===== config.mk =====
export PLATFORM = sky130hd
export DESIGN_NAME = uart_word_loader_flat
export DESIGN_NICKNAME = d
export VERILOG_FILES = /design/src/rtl/uart_word_loader_if.sv /design/src/rtl/uart_word_loader.sv /design/src/flat_wrapper.sv
export SDC_FILE = /design/constraint.sdc
export NUM_CORES = 1
export LEC_CHECK = 0
export ABC_AREA = 1
export BUFFER_PORTS_ARGS = -buffer_cell sky130_fd_sc_hd__buf_2
export CAP_MARGIN = 20
export CORE_MARGIN = 2
export CORE_UTILIZATION = 40
export DETAILED_ROUTE_END_ITERATION = 8
export PLACE_DENSITY = 0.57
export SKIP_LAST_GASP = 1
export SLEW_MARGIN = 10
export SYNTH_ARGS = -nofsm -noshare
export SYNTH_HDL_FRONTEND = slang
export SYNTH_SLANG_ARGS = --single-unit

===== constraint.sdc =====
create_clock -name clk_50M -period 1.8 [get_ports clk_50M]
set_clock_uncertainty 0.15 [all_clocks]
set_input_delay 0.27 -clock clk_50M [delete_from_list [all_inputs] [get_ports clk_50M]]
set_output_delay 0.27 -clock clk_50M [all_outputs]
set_load 0.005 [all_outputs]

===== src/rtl/uart_word_loader_if.sv =====
// Byte-in / word-out bus between uart_rx and the program memory loader.
// Carries the optional checksum output when UART_LOADER_CHECKSUM_EN is defined.
interface uart_word_loader_if #(
  parameter int WORD_WIDTH = 16,
  parameter int ADDR_WIDTH = 16
);
  logic                  load_en;
  logic [7:0]            byte_data;
  logic                  byte_ready;
  logic [WORD_WIDTH-1:0] word_data;
  logic [ADDR_WIDTH-1:0] word_addr;
  logic                  word_write;
  logic [ADDR_WIDTH-1:0] word_count;
  logic                  wrapped;
  logic                  resync;
`ifdef UART_LOADER_CHECKSUM_EN
  logic [WORD_WIDTH-1:0] checksum;
`endif

  // master: the loader, which drives the memory write side
  modport master (
    input  load_en, byte_data, byte_ready,
`ifdef UART_LOADER_CHECKSUM_EN
    output checksum,
`endif
    output word_data, word_addr, word_write, word_count, wrapped, resync
  );

  modport slave (
    output load_en, byte_data, byte_ready,
`ifdef UART_LOADER_CHECKSUM_EN
    input  checksum,
`endif
    input  word_data, word_addr, word_write, word_count, wrapped, resync
  );
endinterface


===== src/rtl/uart_word_loader.sv =====
// Assembles little-endian UART byte pairs into memory words during load mode.
// Optional image checksum output enabled by defining UART_LOADER_CHECKSUM_EN.
module uart_word_loader #(
  parameter int WORD_WIDTH     = 16,
  parameter int ADDR_WIDTH     = 16,
  parameter int MEM_LEN        = 65536,
  parameter int TIMEOUT_CYCLES = 50000
) (
  input logic                clk_50M,
  input logic                rst,
  uart_word_loader_if.master bus
);
  // state   | meaning
  // IDLE    | load mode off; session counters/flags hold their values
  // WAIT_LO | waiting for the low byte of the next word
  // WAIT_HI | low byte held; waiting for high byte, timeout running
  // WRITE   | one-cycle write strobe for the assembled word
  typedef enum logic [1:0] {IDLE, WAIT_LO, WAIT_HI, WRITE} state_t;

  localparam int TW = (TIMEOUT_CYCLES > 2) ? $clog2(TIMEOUT_CYCLES) : 1;
  localparam logic [TW-1:0]         TIMER_LOAD = TW'(TIMEOUT_CYCLES - 1);
  localparam logic [ADDR_WIDTH-1:0] ADDR_LAST  = ADDR_WIDTH'(MEM_LEN - 1);
  localparam logic [ADDR_WIDTH-1:0] COUNT_MAX  = '1;

  state_t                state, state_nxt;
  logic                  byte_ready_q;
  logic                  byte_ev;
  logic [7:0]            lo_byte;
  logic [TW-1:0]         timer;
  logic [WORD_WIDTH-1:0] word_data_r;
  logic [ADDR_WIDTH-1:0] word_addr_r;
  logic [ADDR_WIDTH-1:0] word_count_r;
  logic                  wrapped_r;
  logic                  resync_r;
  logic                  session_clr, lo_ld, word_ld, timeout, strobe;

  assign byte_ev = bus.byte_ready & ~byte_ready_q;

  always_ff @(posedge clk_50M) begin
    if (rst) state <= IDLE;
    else     state <= state_nxt;
  end

  // Dropping load_en wins over everything, including a pending strobe
  always_comb begin
    state_nxt   = state;
    session_clr = 1'b0;
    lo_ld       = 1'b0;
    word_ld     = 1'b0;
    timeout     = 1'b0;
    strobe      = 1'b0;
    if (!bus.load_en) begin
      state_nxt = IDLE;
    end else begin
      case (state)
        IDLE: begin
          session_clr = 1'b1;
          state_nxt   = WAIT_LO;
        end
        WAIT_LO: begin
          if (byte_ev) begin
            lo_ld     = 1'b1;
            state_nxt = WAIT_HI;
          end
        end
        WAIT_HI: begin
          if (byte_ev) begin
            word_ld   = 1'b1;
            state_nxt = WRITE;
          end else if (timer == '0) begin
            timeout   = 1'b1;
            state_nxt = WAIT_LO;
          end
        end
        WRITE: begin
          strobe    = 1'b1;
          state_nxt = WAIT_LO;
        end
        default: state_nxt = IDLE;
      endcase
    end
  end

  always_ff @(posedge clk_50M) begin
    if (rst) begin
      byte_ready_q <= 1'b0;
      lo_byte      <= '0;
      timer        <= '0;
      word_data_r  <= '0;
      word_addr_r  <= '0;
      word_count_r <= '0;
      wrapped_r    <= 1'b0;
      resync_r     <= 1'b0;
    end else begin
      byte_ready_q <= bus.byte_ready;
      if (session_clr) begin
        word_addr_r  <= '0;
        word_count_r <= '0;
        wrapped_r    <= 1'b0;
        resync_r     <= 1'b0;
      end
      if (lo_ld) begin
        lo_byte <= bus.byte_data;
        timer   <= TIMER_LOAD;
      end else if (state == WAIT_HI && timer != '0) begin
        timer <= timer - TW'(1);
      end
      if (word_ld) word_data_r <= {bus.byte_data, lo_byte};
      if (timeout) resync_r <= 1'b1;
      if (strobe) begin
        if (word_addr_r == ADDR_LAST) begin
          word_addr_r <= '0;
          wrapped_r   <= 1'b1;
        end else begin
          word_addr_r <= word_addr_r + ADDR_WIDTH'(1);
        end
        if (word_count_r != COUNT_MAX) word_count_r <= word_count_r + ADDR_WIDTH'(1);
      end
    end
  end

`ifdef UART_LOADER_CHECKSUM_EN
  logic [WORD_WIDTH-1:0] checksum_r;

  always_ff @(posedge clk_50M) begin
    if (rst)              checksum_r <= '0;
    else if (session_clr) checksum_r <= '0;
    else if (strobe)      checksum_r <= checksum_r + word_data_r;
  end

  assign bus.checksum = checksum_r;
`endif

  assign bus.word_data  = word_data_r;
  assign bus.word_addr  = word_addr_r;
  assign bus.word_write = strobe & ~rst;
  assign bus.word_count = word_count_r;
  assign bus.wrapped    = wrapped_r;
  assign bus.resync     = resync_r;

endmodule


===== src/flat_wrapper.sv =====
// flat-port wrapper written by rule: the top's interface ports become plain ports
module uart_word_loader_flat 
#(
  parameter int WORD_WIDTH     = 16,
  parameter int ADDR_WIDTH     = 16,
  parameter int MEM_LEN        = 65536,
  parameter int TIMEOUT_CYCLES = 50000
)
  (clk_50M, rst, bus_load_en, bus_byte_data, bus_byte_ready, bus_word_data, bus_word_addr, bus_word_write, bus_word_count, bus_wrapped, bus_resync);
  uart_word_loader_if #(.WORD_WIDTH(WORD_WIDTH), .ADDR_WIDTH(ADDR_WIDTH)) bus_i ();
  input logic clk_50M;
  input logic rst;
  input wire logic [$bits(bus_i.load_en)-1:0] bus_load_en;
  input wire logic [$bits(bus_i.byte_data)-1:0] bus_byte_data;
  input wire logic [$bits(bus_i.byte_ready)-1:0] bus_byte_ready;
  output wire logic [$bits(bus_i.word_data)-1:0] bus_word_data;
  output wire logic [$bits(bus_i.word_addr)-1:0] bus_word_addr;
  output wire logic [$bits(bus_i.word_write)-1:0] bus_word_write;
  output wire logic [$bits(bus_i.word_count)-1:0] bus_word_count;
  output wire logic [$bits(bus_i.wrapped)-1:0] bus_wrapped;
  output wire logic [$bits(bus_i.resync)-1:0] bus_resync;
  assign bus_i.load_en = bus_load_en;
  assign bus_i.byte_data = bus_byte_data;
  assign bus_i.byte_ready = bus_byte_ready;
  assign bus_word_data = bus_i.word_data;
  assign bus_word_addr = bus_i.word_addr;
  assign bus_word_write = bus_i.word_write;
  assign bus_word_count = bus_i.word_count;
  assign bus_wrapped = bus_i.wrapped;
  assign bus_resync = bus_i.resync;
  uart_word_loader #(.WORD_WIDTH(WORD_WIDTH), .ADDR_WIDTH(ADDR_WIDTH), .MEM_LEN(MEM_LEN), .TIMEOUT_CYCLES(TIMEOUT_CYCLES)) u_core (.clk_50M(clk_50M), .rst(rst), .bus(bus_i));
endmodule

=== Word-level counts from Yosys, hierarchy flattened ===
Index checks and enable logic that the tools add are counted.

* Input port bits: 12
* Output and inout bits: 51
* Register bits after elaboration: 77
* Word-level logic and storage cells: 66

* Equality and inequality tests: 7
* Reductions and logical operators: 11
* $add $sub $neg: 3
* Mux-type cells: 30
* Bitwise gates (word level): 5

{| class="wikitable"
|+ Operators with widths
! kind !! number
|-
| 16-bit two-way mux || 8
|-
| 16-bit by 1-bit adder with 16-bit output, second input constant || 2
|-
| 1-bit two-way mux || 18
|-
| 16-bit == test, second input constant || 1
|-
| 16-bit zero test || 1
|-
| 16-bit != test, second input constant || 1
|-
| 16-bit nonzero test || 1
|-
| 16-bit by 1-bit subtractor with 16-bit output, second input constant || 1
|-
| 2-bit two-way mux || 3
|-
| 2-bit one-hot mux with 3 select lines || 1
|-
| 2-bit nonzero test || 3
|-
| 2-bit OR reduction || 3
|-
| 2-bit == test, second input constant || 2
|-
| 3-bit by 1-bit != test with 1-bit output, second input constant || 1
|-
| 1-bit inverter || 3
|-
| 1-bit AND || 2
|-
| 2-bit by 1-bit == test with 1-bit output, second input constant || 1
|-
| 2-bit zero test || 1
|-
| 2-bit by 1-bit != test with 1-bit output, second input constant || 1
|-
| 2-bit AND reduction || 1
|-
| 1-bit logical AND || 1
|}

=== Depth between registers and ports, before layout ===
* Word-level depth: 6
* Depth in mapped cells: 11
* Depth with buffers taken out: 11

=== Least setup slack after synthesis ===
OpenSTA, ideal clock, no wires.

* Path kind: reg2reg
* Start: register u_core.word_count_r[0], in the netlist u_core.bus.word_count[0]
* End: register u_core.word_count_r[5], in the netlist u_core.bus.word_count[5]
* Cell stages (with the launch flop): 12
* Clock period less this slack: 1677 ps
* Setup slack: 123 ps
* Path buffers: 1
* Setup time: 114 ps
* Data arrival time: 1413 ps
* Required time: 1536 ps
* Cells stage by stage: dfxtp_1 > ha_1 > nand2_1 > inv_1 > nand3_2 > nor2_4 > nand3_4 > nand2_4 > buf_8 > nand2_1 > o21ai_2 > nor2_2

* Word-level cells in the longest chain between the ends: 3
* Elaborated cells on any way between the ends: 4
* Classes of those cells: 1 x add/sub; 1 x eq/ne; 2 x mux

{| class="wikitable"
|+ RTL lines
! element !! RTL line !! RTL
|-
| start, declared || uart_word_loader.sv:32 || <nowiki>logic [ADDR_WIDTH-1:0] word_count_r;</nowiki>
|-
| start signal, assigned || uart_word_loader.sv:117 || <nowiki>if (word_count_r != COUNT_MAX) word_count_r <= word_count_r + ADDR_WIDTH'(1);</nowiki>
|-
| 16-bit by 1-bit adder with 16-bit output or 16-bit != test (tied branches) || uart_word_loader.sv:117 ||
|-
| 16-bit two-way mux * || uart_word_loader.sv:117 ||
|-
| 16-bit two-way mux * || uart_word_loader.sv:110 || <nowiki>if (strobe) begin</nowiki>
|}

Every way passes the cells marked *; elsewhere a longest branch is shown, timed or not.
A chain may end at the register's enable or synchronous reset.

=== Final worst setup path ===
* Start: register u_core.word_count_r[14], in the netlist u_core.bus.word_count[14]
* End: register u_core.word_count_r[4], in the netlist u_core.bus.word_count[4]

* Word-level cells in the longest chain between the ends: 3

{| class="wikitable"
|+ RTL lines
! element !! RTL line
|-
| 16-bit != test || uart_word_loader.sv:117
|-
| 16-bit two-way mux || uart_word_loader.sv:117
|-
| 16-bit two-way mux || uart_word_loader.sv:110
|}

No other way between the ends.

==> results.yml <==
place:
  dpl.cell_count: 820
  gp_congestion: 0.835
  dpl_worst_slack_ps: 23.6
  io_buffers: 62
  hpwl_um: 7280
sta:
  tightest_slew_ps: 384
  post-route-min-period_ps: 1700
  finalSetupViolCount: 0
  clock.fmax_ghz: 0.588
  period_share_pct: 94.5
  finalHoldViolCount: 0
  max-slew-margin-rel_pct: 74.2
  setup_slack_ps: 98.6
  slew_viol_final: 0
clock_tree:
  clk_pin_slew_ps: 90
  cts_buffers: 9
  cts.sinks: 77
  htree_levels: 3
  cts_buffer_depth: 2
  cts_root_buffer: "clkbuf_8"
  cts_tree: "done"
  clk-insertion-delay-late_ps: 360
power:
  p_comb_share_pct: 11.4
  fin_total_pwr_mw: 3.71
  p_leak_nw: 2.26
  netSwitchingPower_mw: 1.02
  p_seq_share_pct: 47.2
  clkPwrFrac_pct: 41.5
  swShare_pct: 27.5
  intPower_mw: 2.69
  ir_drop_uv: 293
  power.density_mw_per_mm2: 743
routing:
  drc: 0
  routed_wl_um: 9940
  dr.first_iter.drc_count: 139
  drt-vias-per-instance: 4.82
  route.vias.total: 4041
  postRouteAntennaNets: 0
  wl_per_cell_um: 11.9
  firstDrtPassIters: 4
floorplanning:
  dieArea_mm2: 0.0108
  start_util_pct: 40.9
  dieWidth_um: 104
  core-area_mm2: 0.00973
  ioPinCount: 63
  rows: 36
  die_h_um: 104
synthesis:
  synth-compound-area-share_pct: 12.7
  synth_fa_ha_area_share_pct: 0.942
  synth_cell_types: 37
  synthXorXnorAreaFrac_pct: 2.20
  synthMuxAreaShare_pct: 0
  synthCells: 605
  synth_top_family_by_area: "simple AND/OR/NAND/NOR gates"
  yosysSeqAreaShare_pct: 38.7
  avgSynthCellArea_um2: 6.58
  synthSimpleGateAreaFrac_pct: 36.8
  synth_seq_cells: 77
  ys_warn_count: 0
  syn_area_mm2: 0.00398
  synth_nets: 620
layout:
  num-fill-cells: 1024
  diodes: 0
  nets: 716
  ff_latch_area_mm2: 0.00154
  final_cells: 839
  area_growth_pct: 25.5
  multi_input_area_mm2: 0.00217
  drive_gt1_share_pct: 22.7
  final_common_cell: "nand2_1"
  final_cell_mix: "135 x nand2_1, 126 x nor2_1, 75 x dfxtp_1"
global_route:
  grt_pass1_wl_um: 16800
  grt_usage_pct: 18.8
  grt_max_degree: 36
  grt_overflow: 0
  grt_pass1_vias: 3625
  antenna_found_initial: 0
worst_setup_path:
  cp-start-kind: "flop"
  crit_family: "simple AND/OR/NAND/NOR gates"
  worstSetupPathType: "reg -> reg"
  cpMostUsedCell: "nand2_1"
  cp_slowest_stage_delay_ps: 410
  cp_max_fo: 6
  cp_num_buf_inv: 1
  crit_path_end_kind: "flop"
  slowest_stage: "dfxtp_1"
  cp_cell_sequence: "nand2_1, nor3_1, nand3_4, nand2_8, buf_6, nand2_1, nand3_1, nor2_1"
  worstPathRequired_ps: 1910
  arrival_ps: 1810
status:
  status: "complete, no violations"
hold_path:
  hold_path.class: "in -> reg"
flow_run:
  max_cap_violations: 0
## cell type report
type	count	area share (%)
multi-input combinational	448	43.5
sequential	77	30.9
timing repair buffer	103	13.1
inverter	62	4.68
tap	133	3.33
clock buffer	9	2.48
clock inverter	7	2.10
## power groups by stage
| stage | sequential, mW | clock [mW] | combinational, mW |
|---|---|---|---|
| 3_3_place_gp | 1.79 | 0 | 0.403 |
| 5_1_grt | 1.76 | 1.65 | 0.482 |
| 6_report | 1.75 | 1.54 | 0.421 |
| 4_1_cts | 1.75 | 1.58 | 0.410 |
| 3_5_place_dp | 1.79 | 0 | 0.406 |
| 2_1_floorplan | 1.79 | 0 | 0.283 |
## synthesized netlist by cell type
master	n	area share, %
o21ai_2	6	1.3
nor2_4	3	0.85
nor2_1	130	12
o21ai_1	2	0.25
buf_4	1	0.19
a32o_1	1	0.25
nand3b_1	3	0.57
nand2_2	6	0.94
nand4_1	6	0.94
nand3_1	43	5.4
a21oi_1	34	4.3
o21ai_0	37	4.6
o21bai_1	6	1.1
buf_2	4	0.50
clkinv_1	2	0.19
clkbuf_1	10	0.94
nand2_1	137	13
nand3_4	1	0.44
nor4_1	1	0.16
nand2_4	1	0.28
inv_2	2	0.19
a21o_2	1	0.22
or2_2	2	0.31
nor3_1	7	0.88
o41ai_1	1	0.22
buf_8	1	0.38
a31o_2	1	0.22
xor2_1	4	0.88
dfxtp_1	77	39
inv_1	58	5.5
nor2_2	4	0.63
buf_6	1	0.28
xnor2_1	6	1.3
a22oi_1	1	0.19
buf_12	1	0.50
ha_1	3	0.94
nand3_2	1	0.25
## final timing paths
path / depth (start not counted) / slack [ps] / from / end
setup / recovery: 8 / 100 / u_core.bus.word_count[14] / u_core.bus.word_count[4]
hold / removal: 3 / 20 / bus_byte_data[5] / u_core.bus.word_data[13]
setup reg to reg: 8 / 100 / u_core.bus.word_count[14] / u_core.bus.word_count[4]
hold reg to reg: 2 / 330 / u_core.bus.word_addr[15] / u_core.bus.word_addr[15]
## sequential cells by signal, summed over array words and instances, names as in the netlist
signal	flops
u_core.bus.word_data	16
u_core.bus.wrapped	1
u_core.timer	16
u_core.bus.word_count	16
u_core.lo_byte	8
u_core.bus.word_addr	16
u_core.state	2
u_core.byte_ready_q	1
u_core.bus.resync	1
## through the flow
stage / cell area [um2] / utilization (%) / hold slack (ps) / TNS, ps
after floorplan: 3980 / - / 245 / 0
after global placement: 4660 / 47.9 / 306 / 0
after detailed placement: 4660 / 47.9 / 317 / 0
final: 5000 / 51.4 / 17.2 / 0
after global routing: 5000 / 51.4 / 4.28 / -7.58
after CTS: 4900 / 50.3 / 2.33 / 0
## metal layers
layer / vias up / GRT usage [%] / share of wire [%]
li1: 2132 / - / -
met1: 1833 / 24.6 / 46
met2: 69 / 31.1 / 49
met3: 7 / 4.28 / 4.2
met4: 0 / 5.12 / 0.68
met5: - / 0 / 0
## timing repair
action / 4_1_cts / 5_1_grt
resized for setup: 0 / 23
endpoints found under the setup margin: 0 / 56
hold buffers: 1 / 0
hold endpoints to repair: 1 / 0
setup buffers: 0 / 2
## worst reg2reg max path, cell delays in order, from the launching register on
cell and delay (ps):
dfxtp_1 410, nand2_1 130, nor3_1 330, nand3_4 170, nand2_8 130, buf_6 120, nand2_1 50, nand3_1 70
nor2_1 50
## logic make-up (layout without fill, tap and decap cells)
group                    after synthesis  after routing
AO/OA/AOI/OAI                         90             90
flip-flops                            77             77
XOR/XNOR                              10             10
AND/OR/NAND/NOR                      345            345
adder cells (fa/ha/maj)                3              3
buffers and inverters                 80            181
No activity file was read; power rests on OpenSTA's default activity.
